===== src/rtl/ps2_pkg.sv =====
// ps2_pkg: handshake state encoding and Set-2 prefix codes
package ps2_pkg;
  typedef enum logic [1:0] {IDLE, POP, SETTLE} state_t;
  localparam logic [7:0] SC_BREAK = 8'hF0;
  localparam logic [7:0] SC_EXT = 8'hE0;
endpackage


===== src/rtl/scancode_to_ascii.sv =====
// scancode_to_ascii: Set-2 make code to lowercase ASCII for letters, digits, space and enter
module scancode_to_ascii (
  input  logic [7:0] code,
  output logic [7:0] ascii
);
  always_comb begin
    ascii = 8'h00;
    case (code)
      8'h1C: ascii = 8'h61;
      8'h32: ascii = 8'h62;
      8'h21: ascii = 8'h63;
      8'h23: ascii = 8'h64;
      8'h24: ascii = 8'h65;
      8'h2B: ascii = 8'h66;
      8'h34: ascii = 8'h67;
      8'h33: ascii = 8'h68;
      8'h43: ascii = 8'h69;
      8'h3B: ascii = 8'h6A;
      8'h42: ascii = 8'h6B;
      8'h4B: ascii = 8'h6C;
      8'h3A: ascii = 8'h6D;
      8'h31: ascii = 8'h6E;
      8'h44: ascii = 8'h6F;
      8'h4D: ascii = 8'h70;
      8'h15: ascii = 8'h71;
      8'h2D: ascii = 8'h72;
      8'h1B: ascii = 8'h73;
      8'h2C: ascii = 8'h74;
      8'h3C: ascii = 8'h75;
      8'h2A: ascii = 8'h76;
      8'h1D: ascii = 8'h77;
      8'h22: ascii = 8'h78;
      8'h35: ascii = 8'h79;
      8'h1A: ascii = 8'h7A;
      8'h45: ascii = 8'h30;
      8'h16: ascii = 8'h31;
      8'h1E: ascii = 8'h32;
      8'h26: ascii = 8'h33;
      8'h25: ascii = 8'h34;
      8'h2E: ascii = 8'h35;
      8'h36: ascii = 8'h36;
      8'h3D: ascii = 8'h37;
      8'h3E: ascii = 8'h38;
      8'h46: ascii = 8'h39;
      8'h29: ascii = 8'h20;
      8'h5A: ascii = 8'h0D;
      default: ascii = 8'h00;
    endcase
  end
endmodule


===== src/rtl/ps2_scancode_decoder.sv =====
// ps2_scancode_decoder: pops ps2_keyboard FIFO bytes and assembles make/break/E0 sequences into key events
module ps2_scancode_decoder
  import ps2_pkg::*;
#(
  parameter int CNT_W = 8,
  parameter int SETTLE_CYC = 1
) (
  input  logic             clk,
  input  logic             rst,
  input  logic             ready,
  input  logic [7:0]       data,
  input  logic             overflow,
  output logic             nextdata_n,
  output logic [7:0]       key_code,
  output logic             key_ext,
  output logic [7:0]       key_ascii,
  output logic             key_down,
  output logic             key_valid,
  output logic [CNT_W-1:0] press_count,
  output logic             ovf_seen
);
  localparam int SW = SETTLE_CYC > 1 ? $clog2(SETTLE_CYC) : 1;
  state_t state, state_nx;
  logic [SW-1:0] set_cnt;
  logic [7:0] byte_r, ascii_c;
  logic brk_pend, ext_pend, same, settle_done;
  scancode_to_ascii u_lut (.code(byte_r), .ascii(ascii_c));
  assign same = key_down && byte_r == key_code && ext_pend == key_ext;
  assign settle_done = set_cnt == SW'(SETTLE_CYC - 1);
  // pop strobe decodes straight from state so reset releases it on the same edge
  assign nextdata_n = state != POP;
  always_comb begin
    state_nx = state;
    state_nx = state == IDLE ? (ready ? POP : IDLE) :
               state == POP ? SETTLE :
               settle_done ? IDLE : SETTLE;
  end
  always_ff @(posedge clk) begin
    if (rst) begin
      state <= IDLE;
      set_cnt <= '0;
      byte_r <= 8'h00;
      brk_pend <= 1'b0;
      ext_pend <= 1'b0;
      key_code <= 8'h00;
      key_ext <= 1'b0;
      key_ascii <= 8'h00;
      key_down <= 1'b0;
      key_valid <= 1'b0;
      press_count <= '0;
      ovf_seen <= 1'b0;
    end else begin
      state <= state_nx;
      key_valid <= 1'b0;
      set_cnt <= state == SETTLE ? set_cnt + 1'b1 : '0;
      if (overflow) ovf_seen <= 1'b1;
      if (state == IDLE && ready) byte_r <= data;
      if (state == POP) begin
        if (byte_r == SC_BREAK) brk_pend <= 1'b1;
        else if (byte_r == SC_EXT) ext_pend <= 1'b1;
        else begin
          brk_pend <= 1'b0;
          ext_pend <= 1'b0;
          if (brk_pend) begin
            if (same) key_down <= 1'b0;
          end else if (!same) begin
            key_code <= byte_r;
            key_ext <= ext_pend;
            key_ascii <= ext_pend ? 8'h00 : ascii_c;
            key_down <= 1'b1;
            key_valid <= 1'b1;
            press_count <= press_count + 1'b1;
          end
        end
      end
    end
  end
endmodule

===== config.mk =====
export PLATFORM = sky130hd
export DESIGN_NAME = ps2_scancode_decoder
export DESIGN_NICKNAME = d
export VERILOG_FILES = /design/src/rtl/ps2_pkg.sv /design/src/rtl/scancode_to_ascii.sv /design/src/rtl/ps2_scancode_decoder.sv
export SDC_FILE = /design/constraint.sdc
export NUM_CORES = 1
export LEC_CHECK = 0
export ABC_AREA = 1
export ABC_CLOCK_PERIOD_IN_PS = 3300
export CELL_PAD_IN_SITES_DETAIL_PLACEMENT = 1
export CELL_PAD_IN_SITES_GLOBAL_PLACEMENT = 1
export CORE_MARGIN = 3
export CORE_UTILIZATION = 30
export DETAILED_ROUTE_END_ITERATION = 7
export PLACE_DENSITY_LB_ADDON = 0.1
export SYNTH_ARGS = -nofsm -noshare
export SYNTH_HDL_FRONTEND = slang
export SYNTH_SLANG_ARGS = --single-unit

===== constraint.sdc =====
create_clock -name clk -period 3.3 [get_ports clk]
set_input_delay 0.33 -clock clk [delete_from_list [all_inputs] [get_ports clk]]
set_output_delay 0.33 -clock clk [all_outputs]
set_load 0.01 [all_outputs]

* Yosys cells after proc, flatten, opt, wreduce, memory -nomap -nowiden *
Memories as Yosys holds them, arrays and structs flattened. A register that Yosys moved wholly into a read port is not among the register bits.
Index checks and enable logic that the tools add are counted.

operators by class
  $add $sub $neg = 2
  $mul = 0
  divide/modulo/power cells = 0
  magnitude comparators = 0
  eq/ne operators = 10
  shifts and indexed selects = 0
  multiplexer cells = 15
  bitwise logic cells = 6
  reduce and logical (&&, ||, !) cells = 10

operators by type and width
  cell                   count
  $eq A8 B8 Y1 const B   2
  $mux W8                2
  $mux W7                2
  $reduce_and A5 Y1      2
  $add A8 B1 Y8 const B  1
  $eq A8 B8 Y1           1
  $mux W1                8
  $mux W2                3
  $not A1 Y1             6
  $reduce_or A5 Y1       1
  $ne A2 B1 Y1 const B   2
  $ne A2 B2 Y1 const B   2
  $reduce_and A2 Y1      2
  $logic_and A1 B1 Y1    3
  $eq A2 B1 Y1 const B   1
  $eq A2 B2 Y1 const B   1
  $logic_not A2 Y1       1
  $reduce_or A2 Y1       1
  $add A1 B1 Y1 const B  1
  $eq A1 B1 Y1           1

storage, ports and cells
  flip-flop bits (word level) = 41
  bits in latches = 0
  memory bits (writable) = 0
  ROM bits = 896
  input port bits = 12
  output and inout bits = 29
  logic and storage cells = 56
  memories = 1

memories
  memory           depth  width  rd ports  clocked after Yosys merged registers in  wr ports  line                    source
  (no name shown)  128    7      1         1                                        0         scancode_to_ascii.sv:8  case (code)

* Longest topological paths before layout *
  depth after elaboration = 5
  depth in mapped cells = 17
  depth with buffers taken out = 16

* By module *
From an unflattened synthesis, not the netlist that was laid out.

second synthesis, totals
  cell total of the unflattened synthesis = 433
  area total of the unflattened synthesis = 2736.4 um2

by module, submodules not included
  module                times used  cells an instance  area an instance (um2)  seq. area each (um2)
  ps2_scancode_decoder  1           282                1976.9                  820.8
  scancode_to_ascii     1           151                759.5                   0.0

* Worst setup path before layout *
OpenSTA, ideal clock, no wires.

  kind = register to register
  start = reg state[0]
  end = reg (tool-made name)
  arrival time = 1778 ps
  required time = 3178 ps
  slack = 1401 ps
  stages on the path, launching flop included = 15
  clock period less this slack = 1899 ps
  cell sequence = dfxtp_1 -> nor2_4 -> nand2_4 -> buf_6 -> nand2_1 -> nand2_2 -> nor2_4 -> inv_1 -> ha_1 -> nand2_1 -> nor2_1 -> nand3_1 -> nand2_1 -> a21boi_1 -> nand3_1

RTL lines
  what                      line                        source
  start: declaration        ps2_scancode_decoder.sv:23  state_t state, state_nx;
  start signal: assignment  ps2_scancode_decoder.sv:53  state <= state_nx;

==> reports/results.ini <==
[status]
outcome = finished, final reports clean

[route]
drt-vias-per-instance = 4.96
via_count = 2612
first_pass_iters = 4
drc_errors = 0
finalWirelength_um = 7710
avgRoutedWirePerCell_um = 14.6
ant_nets = 0
drt_iter0_markers = 56

[clock_network]
path_clk_slew_ns = 0.09
htreeDepth = 2
cts_buffers = 5
hold_buffers = 0
cts.path.max_buffers = 2
post_cts_buffers = 0
cts_resized = 0
cts-root-buf = clkbuf_8
cts_tree = done
cts.sink_count = 47
clk_latency_ns = 0.30

[global_routing]
grt_pass1_wl_um = 12700
grt_pass1_vias = 2545
grt_util_met3_pct = 2.08
grt_max_degree = 25
top_usage_layer = met2
gr-usage-met1_pct = 21.8
grt_antenna_before_repair = 0
grt_overflow_total = 0
grtUsageMet2_pct = 25.1
track_usage_pct = 15.6

[die]
ios = 41
dieHeight_um = 101
die-width_um = 101
start_util_pct = 31.9
die_area_mm2 = 0.0102
rows = 33
placeableCoreArea_mm2 = 0.00846

[sta]
hold_violations = 0
worst_slew_margin_rel_pct = 51.6
hold_ws_ns = 0.421
period_minus_slack_ns = 2.39
finalCritPeriodShare_pct = 72.5
fmax_ghz = 0.418
fin_skew_ns = 0.0100
rsz0062_at_grt = false
setup_tns_ns = 0
final.setup.worst_slack_ns = 0.907
finalSetupViolCount = 0
finalMaxSlewViolations = 0
max_slew.worst_pin.slew_ns = 0.725

[setup_path]
endpoint_kind = register
crit_chain = clkdlybuf4s50_1 -> nand2_4 -> nand2_1 -> nand2_2 -> nor2_4 -> inv_1 -> ha_1 -> o21ai_0 -> nand3b_1 -> nand2_1 -> nand2_1 -> nand2_1
cpMostUsedCell = nand2_1
crit_path_top_delay_cell = clkdlybuf4s50_1
cp_num_buf_inv = 2
max_stage_delay_ns = 0.68
crit_required_ns = 3.49
crit_type = input pin to register
arrival_ns = 2.58
cpLargestDelayFamily = simple AND/OR/NAND/NOR gates
start_kind = input pin
cp_max_fo = 13

[cells_and_area]
num-fill-cells = 1075
fin_area_mm2 = 0.00326
drive_above_1_share_pct = 8.53
nets = 442
register_area_um2 = 941
utilization_pct = 38.5
area_growth_pct = 20.6
stdcell_count = 527
antenna-diode-count = 0
multiInputGateArea_mm2 = 0.00152

[logic_synthesis]
syn-cell-area_mm2 = 0.00270
syn_nets = 407
ys_ff_latch = 47
yosysSeqAreaShare_pct = 34.8
synth_largest_area_cell = dfxtp_1
syn_area_per_cell_um2 = 6.98
synth_flop_cell = dfxtp_1
ys.warnings.count = 0
synthesis.instances = 387
synth_top_cell_area_share_pct = 34.8
synth_cell_type_count = 45
synth_edf_count = 0
yosys-top-cells-area = dfxtp_1 (35%), nand2_1 (12%), nand3_1 (8.1%), nor2_1 (6.3%), inv_1 (4.6%)
ys_async_sr_fraction_pct = 0

[power_and_ir_drop]
power_switching_mw = 0.435
combPwrFrac_pct = 24.2
p_leak_nw = 1.39
ir_drop_mv = 0.164
p_seq_share_pct = 45.7
powerDensity_mw_per_mm2 = 424
p_total_mw = 1.38
switching_share_pct = 31.5
internal-power_mw = 0.947
pwr-share-clk_pct = 30.1

[worst_hold_path]
hold_path_class = register to register

[placement]
routabilityCongestion = 0.881
dp_cells = 520
place.detailed.hpwl_um = 6010
place_area_mm2 = 0.00316
port-buffer-count = 39
dp_slack_ns = 0.602

[job]
cap_violations = 0

==> Yosys cell counts (4+ instances only) <==
master / instances
nand2_1: 89
buf_2: 4
nor2_1: 45
nor2_4: 5
a21oi_1: 21
inv_1: 33
nand4_1: 8
nand3_1: 44
ha_1: 8
nand3_2: 4
inv_2: 4
nand2_2: 4
dfxtp_1: 47
o21ai_0: 21
xnor2_1: 6
==> worst register-to-register path, stage by stage, from the launching register on <==
cell and delay [ns]:
dfxtp_1 0.36, inv_1 0.09, or2_2 0.28, nand3_1 0.11
nor4_1 0.07, nand4_1 0.12, ha_1 0.21, nand2_1 0.07
nor2_2 0.58, buf_4 0.28, nor2_1 0.05, nor2_1 0.10
==> cell type report <==
type,count,share of cell area (%)
Clock inverter,1,0.922
Multi-Input combinational cell,287,46.7
Timing Repair Buffer,42,12.7
Clock buffer,6,2.23
Sequential cell,47,28.9
Inverter,39,4.61
Tap cell,105,4.03
==> worst paths after layout <==
path | startpoint | end | slack [ns] | cells past startpoint
setup reg to reg | byte_r[2]$_SDFFE_PP0N_ | key_code[1]$_SDFFE_PP0P_ | 0.92 | 11
setup / recovery | ready | register | 0.91 | 12
hold reg to reg | set_cnt$_SDFF_PP0_ | set_cnt$_SDFF_PP0_ | 0.42 | 1
hold / removal | set_cnt$_SDFF_PP0_ | set_cnt$_SDFF_PP0_ | 0.42 | 1
==> logic make-up after synthesis <==
kind of cell / after synthesis / synth area share (%)
AND/OR/NAND/NOR: 211 / 36.8
flip-flops: 47 / 34.8
AO/OA/AOI/OAI: 58 / 12.7
buffers and inverters: 53 / 8.93
other: 1 / 0.139
XOR/XNOR: 9 / 2.92
adder cells (fa/ha/maj): 8 / 3.70
==> metal layers <==
layer	share of wire, %	vias to the layer above	wire length (um)
met5	0	-	0
met4	1.8	0	136
met3	2.2	12	172
met2	44	33	3430
met1	52	1234	3980
li1	-	1333	-
==> power by group through the flow <==
stage	Combinational (mW)	Sequential [mW]	Clock, mW
6_report	0.335	0.631	0.416
5_1_grt	0.379	0.637	0.455
4_1_cts	0.338	0.632	0.426
3_5_place_dp	0.337	0.645	0
3_3_place_gp	0.337	0.645	0
2_1_floorplan	0.226	0.644	0
==> placed cells by master, fill, tap and decap left out, drive strengths merged, types with 2 or more instances in the layout <==
master,instances
nand3b,2
dfxtp,47
clkbuf,6
inv,38
o21ai,24
o22ai,2
nand2,95
nand4,8
xnor2,6
buf,3
nor2,51
a21boi,2
o211ai,3
ha,8
clkdlybuf4s50,39
a21oi,21
nand3,49
xor2,3
nor4,2
No activity file was read; power rests on OpenSTA's default activity.
